**src/rtl/pdp_cal2d_pipe_chain.sv**
```systemverilog
// pdp_cal2d_pipe_chain
// Valid/ready pipeline chain of DEPTH bubble-collapsing register stages.
// An optional one-entry input skid (MODE=1) makes in_rdy a register output.
// Also provides a synchronous flush and a live occupancy count.
module pdp_cal2d_pipe_chain #(
    parameter int WIDTH = 115,
    parameter int DEPTH = 1,
    parameter int MODE  = 0,
    parameter int CNT_W = 4
) (
    input  logic             nvdla_op_gated_clk,
    input  logic             nvdla_core_rst,
    input  logic             in_vld,
    output logic             in_rdy,
    input  logic [WIDTH-1:0] in_pd,
    output logic             out_vld,
    input  logic             out_rdy,
    output logic [WIDTH-1:0] out_pd,
    input  logic             flush,
    output logic [CNT_W-1:0] occupancy
);

    logic [DEPTH-1:0] v_q;
    logic [DEPTH-1:0] v_d;
    logic [WIDTH-1:0] d_q [DEPTH];
    logic [WIDTH-1:0] d_d [DEPTH];
    logic             sv_q;
    logic             sv_d;
    logic [WIDTH-1:0] sd_q;
    logic [WIDTH-1:0] sd_d;
    logic [CNT_W-1:0] occ_q;
    logic [CNT_W-1:0] occ_d;

    logic [DEPTH-1:0] rbc;
    logic             flushAct;
    logic             inRdyRaw;
    logic             srcVld0;
    logic [WIDTH-1:0] srcPd0;
    logic             inAccept;
    logic             outPop;

    // A stage may load when out_rdy is high or any stage at or after it is empty
    always_comb begin
        rbc = '0;
        for (int k = 0; k < DEPTH; k++) begin
            rbc[k] = out_rdy | (|((~v_q) >> k));
        end
    end

    // Upstream side: direct feed (MODE=0) or skid-first feed (MODE=1); flush is ignored under reset
    always_comb begin
        flushAct = flush & ~nvdla_core_rst;
        if (MODE == 1) begin
            inRdyRaw = ~sv_q;
            srcVld0  = sv_q | in_vld;
            srcPd0   = sv_q ? sd_q : in_pd;
        end else begin
            inRdyRaw = rbc[0];
            srcVld0  = in_vld;
            srcPd0   = in_pd;
        end
        in_rdy    = inRdyRaw & ~flushAct;
        out_vld   = v_q[DEPTH-1] & ~flushAct;
        out_pd    = d_q[DEPTH-1];
        occupancy = occ_q;
        inAccept  = in_vld & in_rdy;
        outPop    = out_vld & out_rdy;
    end

    // Next-state for stages, skid and occupancy; flush overrides every transfer
    always_comb begin
        v_d   = v_q;
        d_d   = d_q;
        sv_d  = sv_q;
        sd_d  = sd_q;
        occ_d = occ_q;
        if (flushAct) begin
            v_d   = '0;
            sv_d  = 1'b0;
            occ_d = '0;
        end else begin
            if (rbc[0]) begin
                v_d[0] = srcVld0;
                if (srcVld0) begin
                    d_d[0] = srcPd0;
                end
            end
            for (int k = 1; k < DEPTH; k++) begin
                if (rbc[k]) begin
                    v_d[k] = v_q[k-1];
                    if (v_q[k-1]) begin
                        d_d[k] = d_q[k-1];
                    end
                end
            end
            if (MODE == 1) begin
                if (sv_q && rbc[0]) begin
                    sv_d = 1'b0;
                end else if (inAccept && !rbc[0]) begin
                    sv_d = 1'b1;
                    sd_d = in_pd;
                end
            end else begin
                sv_d = 1'b0;
            end
            occ_d = occ_q + CNT_W'(inAccept) - CNT_W'(outPop);
        end
    end

    // State registers with asynchronous clear of valids, data and count
    always_ff @(posedge nvdla_op_gated_clk or posedge nvdla_core_rst) begin
        if (nvdla_core_rst) begin
            v_q   <= '0;
            sv_q  <= 1'b0;
            sd_q  <= '0;
            occ_q <= '0;
            for (int k = 0; k < DEPTH; k++) begin
                d_q[k] <= '0;
            end
        end else begin
            v_q   <= v_d;
            sv_q  <= sv_d;
            sd_q  <= sd_d;
            occ_q <= occ_d;
            for (int k = 0; k < DEPTH; k++) begin
                d_q[k] <= d_d[k];
            end
        end
    end

endmodule
```
**config.mk**
```make
export PLATFORM = sky130hd
export DESIGN_NAME = pdp_cal2d_pipe_chain
export DESIGN_NICKNAME = d
export VERILOG_FILES = /design/src/rtl/pdp_cal2d_pipe_chain.sv
export SDC_FILE = /design/constraint.sdc
export NUM_CORES = 1
export LEC_CHECK = 0
export ABC_AREA = 1
export BUFFER_PORTS_ARGS = -buffer_cell sky130_fd_sc_hd__buf_2
export CAP_MARGIN = 10
export CORE_MARGIN = 2
export CORE_UTILIZATION = 40
export DETAILED_ROUTE_END_ITERATION = 7
export HOLD_SLACK_MARGIN = 0.02
export PLACE_DENSITY = 0.71
export SLEW_MARGIN = 10
export SYNTH_ARGS = -nofsm -noshare
export SYNTH_HDL_FRONTEND = slang
export SYNTH_SLANG_ARGS = --single-unit
export TNS_END_PERCENT = 100
```
**constraint.sdc**
```tcl
create_clock -name nvdla_op_gated_clk -period 2.5 [get_ports nvdla_op_gated_clk]
set_input_delay 0.125 -clock nvdla_op_gated_clk [delete_from_list [all_inputs] [get_ports nvdla_op_gated_clk]]
set_output_delay 0.125 -clock nvdla_op_gated_clk [all_outputs]
set_load 0.02 [all_outputs]
```
; ---- Word level (Yosys, flattened, before mapping)
; Cells that the tools add are included.
[totals]
ramBits = 0
word_cells = 19
in_bits = 120
regBits = 120
out_inout_bits = 121
latchBits = 0
mem_count = 0
mem_bits_ro = 0
[op_classes]
n_eq_ne = 0
multipliers = 0
n_mux = 3
order_cmp = 0
add_sub_neg = 2
div = 0
bitwise = 9
n_reduce_logical = 2
n_shift = 0
[ops]
columns = cell, count
row1 = $and A1 B1 Y1, 5
row2 = $add A4 B1 Y4, 1
row3 = $mux W4, 1
row4 = $sub A4 B1 Y4, 1
row5 = $not A1 Y1, 3
row6 = $reduce_and A3 Y1, 1
row7 = $mux W1, 2
row8 = $reduce_bool A2 Y1, 1
row9 = $or A1 B1 Y1, 1

; ---- Depth between registers and ports, before layout
[logic_depth]
depth_word = 8
ltp_mapped = 14
ltp_nobuf = 13

; ---- Least setup slack after synthesis
; Ideal clock, no wire load.
[synth_timing]
path_kind = in2reg
startpoint = input nvdla_core_rst
endpoint = register occ_q[1], in the netlist occupancy[1]
cell_stages = 12
setup_slack_ns = -0.658
t_arrival_ns = 3.037
required_ns = 2.378
cell_sequence = inv_2 -> nand2_2 -> nand2_2 -> inv_4 -> nand2_4 -> buf_2 -> ha_1 -> inv_1 -> ha_1 -> fa_1 -> inv_1 -> nor2_1
[synth_via]
elab_chain_len = 8
[synth_lines]
columns = item, line
row1 = "start, declared", 12  ; input logic nvdla_core_rst,
row2 = $not A1 Y1 (*), 52  ; flushAct = flush & ~nvdla_core_rst;
row3 = $and A1 B1 Y1 (*), 52
row4 = $not A1 Y1 (no line), -
row5 = $and A1 B1 Y1, 62  ; in_rdy = inRdyRaw & ~flushAct;
row6 = $and A1 B1 Y1, 66  ; inAccept = in_vld & in_rdy;
row7 = $add A4 B1 Y4, 106  ; occ_d = occ_q + CNT_W'(inAccept) - CNT_W'(outPop);
row8 = $sub A4 B1 Y4, 106
row9 = $mux W4 (*), 77  ; if (flushAct) begin
row10 = named net occ_d[1], 32  ; logic [CNT_W-1:0] occ_d;
row11 = "end signal, assigned", 116  ; occ_q <= '0;
row12 = "end signal, assigned", 124  ; occ_q <= occ_d;
row13 = "end, declared", 31  ; logic [CNT_W-1:0] occ_q;
; The timed path passes the listed nets; every way through them passes the cells marked *.
; A chain may end at the register's enable or synchronous reset.

; ---- Final worst setup path
[layout_timing]
startpoint = register v_q
endpoint = output in_rdy
[layout_via]
elab_chain_len = 3
[layout_lines]
columns = item, line
row1 = "start, declared", 23  ; logic [DEPTH-1:0] v_q;
row2 = "start signal, assigned", 121  ; v_q <= v_d;
row3 = $not A1 Y1, 46  ; rbc[k] = out_rdy | (|((~v_q) >> k));
row4 = $or A1 B1 Y1, 46
row5 = $and A1 B1 Y1, 62
row6 = "end, declared", 14  ; output logic in_rdy,
; Every way passes these cells.

==> qor.csv <==
stage,metric,value,unit
sta,min_period,2.086,ns
sta,slew_headroom,17.81,%
cells_and_area,areaGrowthSynthToFinish,61.13,%
yosys,muxShareOfSynthArea,0,%
sta,hold_ws,0.03634,ns
setup_path,path_max_fanout,116,
floorplan,ios,241,
placed_design,place.gp.congestion,0.7913,
placed_design,io_buffers,240,
yosys,synth_xor_area_share,0.1793,%
cells_and_area,nets,1011,
sta,setup_viol,0,
global_routing,grt_max_degree,117,
floorplan,core,11960,µm²
route,drt_iter0_drc,392,
yosys,synth_cells,541,
floorplan,dieHeight,114.5,µm
sta,drv_slew,0,
worst_hold_path,hold_path.class,in -> reg,
yosys,synth_top_family_by_area,simple AND/OR/NAND/NOR gates,
yosys,synthesis.area,4886,µm²
setup_path,path_buf_inv,3,
cells_and_area,post-route-cell-area,7873,µm²
floorplan,start_util,40.85,%
yosys,synth.distinct_cells,21,
sta,tightest_slew,1.233,ns
cts,numCtsBuffers,17,
cts,clock_path_buffers,2,
sta,finalHoldViolations,0,
setup_path,crit_path_max_incr_delay,0.57,ns
cells_and_area,drive_gt1_share,31.26,%
run_status,status,"complete, no violations",
setup_path,slowest_stage,buf_6,
yosys,synth_nets,666,
route,wirelength,15410,µm
placed_design,place_area,6105,µm²
sta,rsz0062_at_grt,false,
setup_path,path_delay_family,buffers and inverters,
yosys,ys_seq_elements,120,
route,viasPerCell,4.812,
setup_path,crit_required,2.38,ns
pwr,p_total,6.620,mW
route,routedWlPerCell,14.72,µm
placed_design,place_hpwl,8753,µm
global_routing,antenna_found_initial,0,
cts,cts_tree,yes,
sta,clock.fmax,479.5,MHz
cts,cts_root_buffer,clkbuf_16,
yosys,synth-compound-area-share,0.2049,%
yosys,avgSynthCellArea,9.031,µm²
sta,period_share,83.42,%
cts,clock_latency,0.40,ns
global_routing,grt_first_pass_wirelength,24090,µm
yosys,seq_area_frac_synth,61.46,%
route,ant_nets,0,
sta,tns,0,ns
setup_path,path_class,reg -> out,
setup_path,worstPathArrival,1.96,ns
cells_and_area,postLayoutCoreUtil,65.82,%
setup_path,cp-end-kind,output port,
setup_path,crit_chain,"nand2_1, nand2_2, inv_4, buf_6, buf_2",
cts,clk_pin_slew,0.05,ns
pwr,p_leak,4.409,nW
yosys,ys_warn_count,0,
cts,htreeDepth,4,
route,dr.pass1.iters,4,
cts,clock-sinks,120,
global_routing,track_usage,23.68,%
pwr,peakVddDrop,0.5024,mV
floorplan,fp.dieW,114.5,µm
setup_path,cp-start-kind,flip-flop,
yosys,yosys.area_share.adder,1.434,%
global_routing,grt-ovfl-total,0,
global_routing,grt_pass1_vias,5026,
run,drv_cap,0,
sta,fin_skew,0.007803,ns
pwr,p_per_area,840.8,nW/µm²
cells_and_area,final_cell_mix,"buf_2 (239), nand2_1 (237), dfrtp_1 (120)",
cts,cts_setup_buffers,0,
floorplan,placementRows,40,
route,vias,5038,
floorplan,die-area,13110,µm²
cells_and_area,final_common_cell,buf_2,
route,drc,0,
yosys,synth-simple-area-share,31.27,%
## stage by stage
stage	cells	worst slack, ns
3_5_place_dp	897	0.5791
4_1_cts	1046	0.1354
6_report	1047	0.4144
5_1_grt	1046	0.2475
3_3_place_gp	897	0.6345
2_1_floorplan	541	0.1646
## cell type report
type,count,area (µm²)
tap,147,183.9
clock inverter,9,122.6
sequential,120,3003
antenna,1,2.502
multi-input combinational,372,1617
timing repair buffer,363,2424
inverter,12,52.55
clock buffer,23,467.9
fill,921,4089
## cell usage after synthesis, drive strengths merged
cell	n	share of area (%)
inv	12	0.97
or2	1	0.13
nand2	240	19
buf	33	4.2
fa	1	0.41
ha	4	1.0
clkbuf	4	0.31
nand3	116	12
nor3	1	0.10
o21ai	1	0.10
xnor2	1	0.18
a21oi	1	0.10
nor2	6	0.46
dfrtp	120	61
## layer usage
metal / vias up / GRT usage, % / part of all wire, %
met5: - / 0 / 0
met4: 0 / 13.74 / 4.1
li1: 2412 / - / -
met1: 2354 / 27.20 / 39
met2: 217 / 39.92 / 51
met3: 55 / 6.141 / 5.9
## cell families after synthesis
kind of cell | Yosys count
XOR/XNOR | 1
flip-flops | 120
adder cells (fa/ha/maj) | 5
AND/OR/NAND/NOR | 364
AO/OA/AOI/OAI | 2
buffers and inverters | 49
## tightest hold or removal path: stages
cell and delay [ns]:
buf_2 0.08, inv_2 0.03, nand2_1 0.08, o21ai_0 0.08
## report_power, final
part	switching (mW)	leakage, nW	internal, mW
Clock	0.817	0.291	1.61
Combinational	1.09	2.64	0.645
Sequential	0.183	1.48	2.28
## flip-flops by register name, indices dropped and copies added (netlist names)
signal,count
v_q,1
occupancy,4
out_pd,115
## path summary, 6_finish.rpt
| check | start | to | slack [ns] | cells past startpoint |
|---|---|---|---|---|
| setup / recovery | v_q | in_rdy | 0.41 | 5 |
| hold / removal | out_rdy | v_q | 0.04 | 4 |
| setup reg to reg | v_q | occupancy[2] | 0.60 | 10 |
| hold reg to reg | out_pd[7] | out_pd[7] | 0.46 | 2 |
| max in group asynchronous | nvdla_core_rst | occupancy[1] | 0.67 | 5 |
| min in group asynchronous | nvdla_core_rst | out_pd[19] | 0.50 | 4 |
## what timing repair did
item / in CTS / in global routing
hold buffers: 117 / 0
resized for setup: 0 / 1
hold endpoints to repair: 174 / 0
setup endpoints to repair: 0 / 1
No activity file was read; power rests on OpenSTA's default activity.
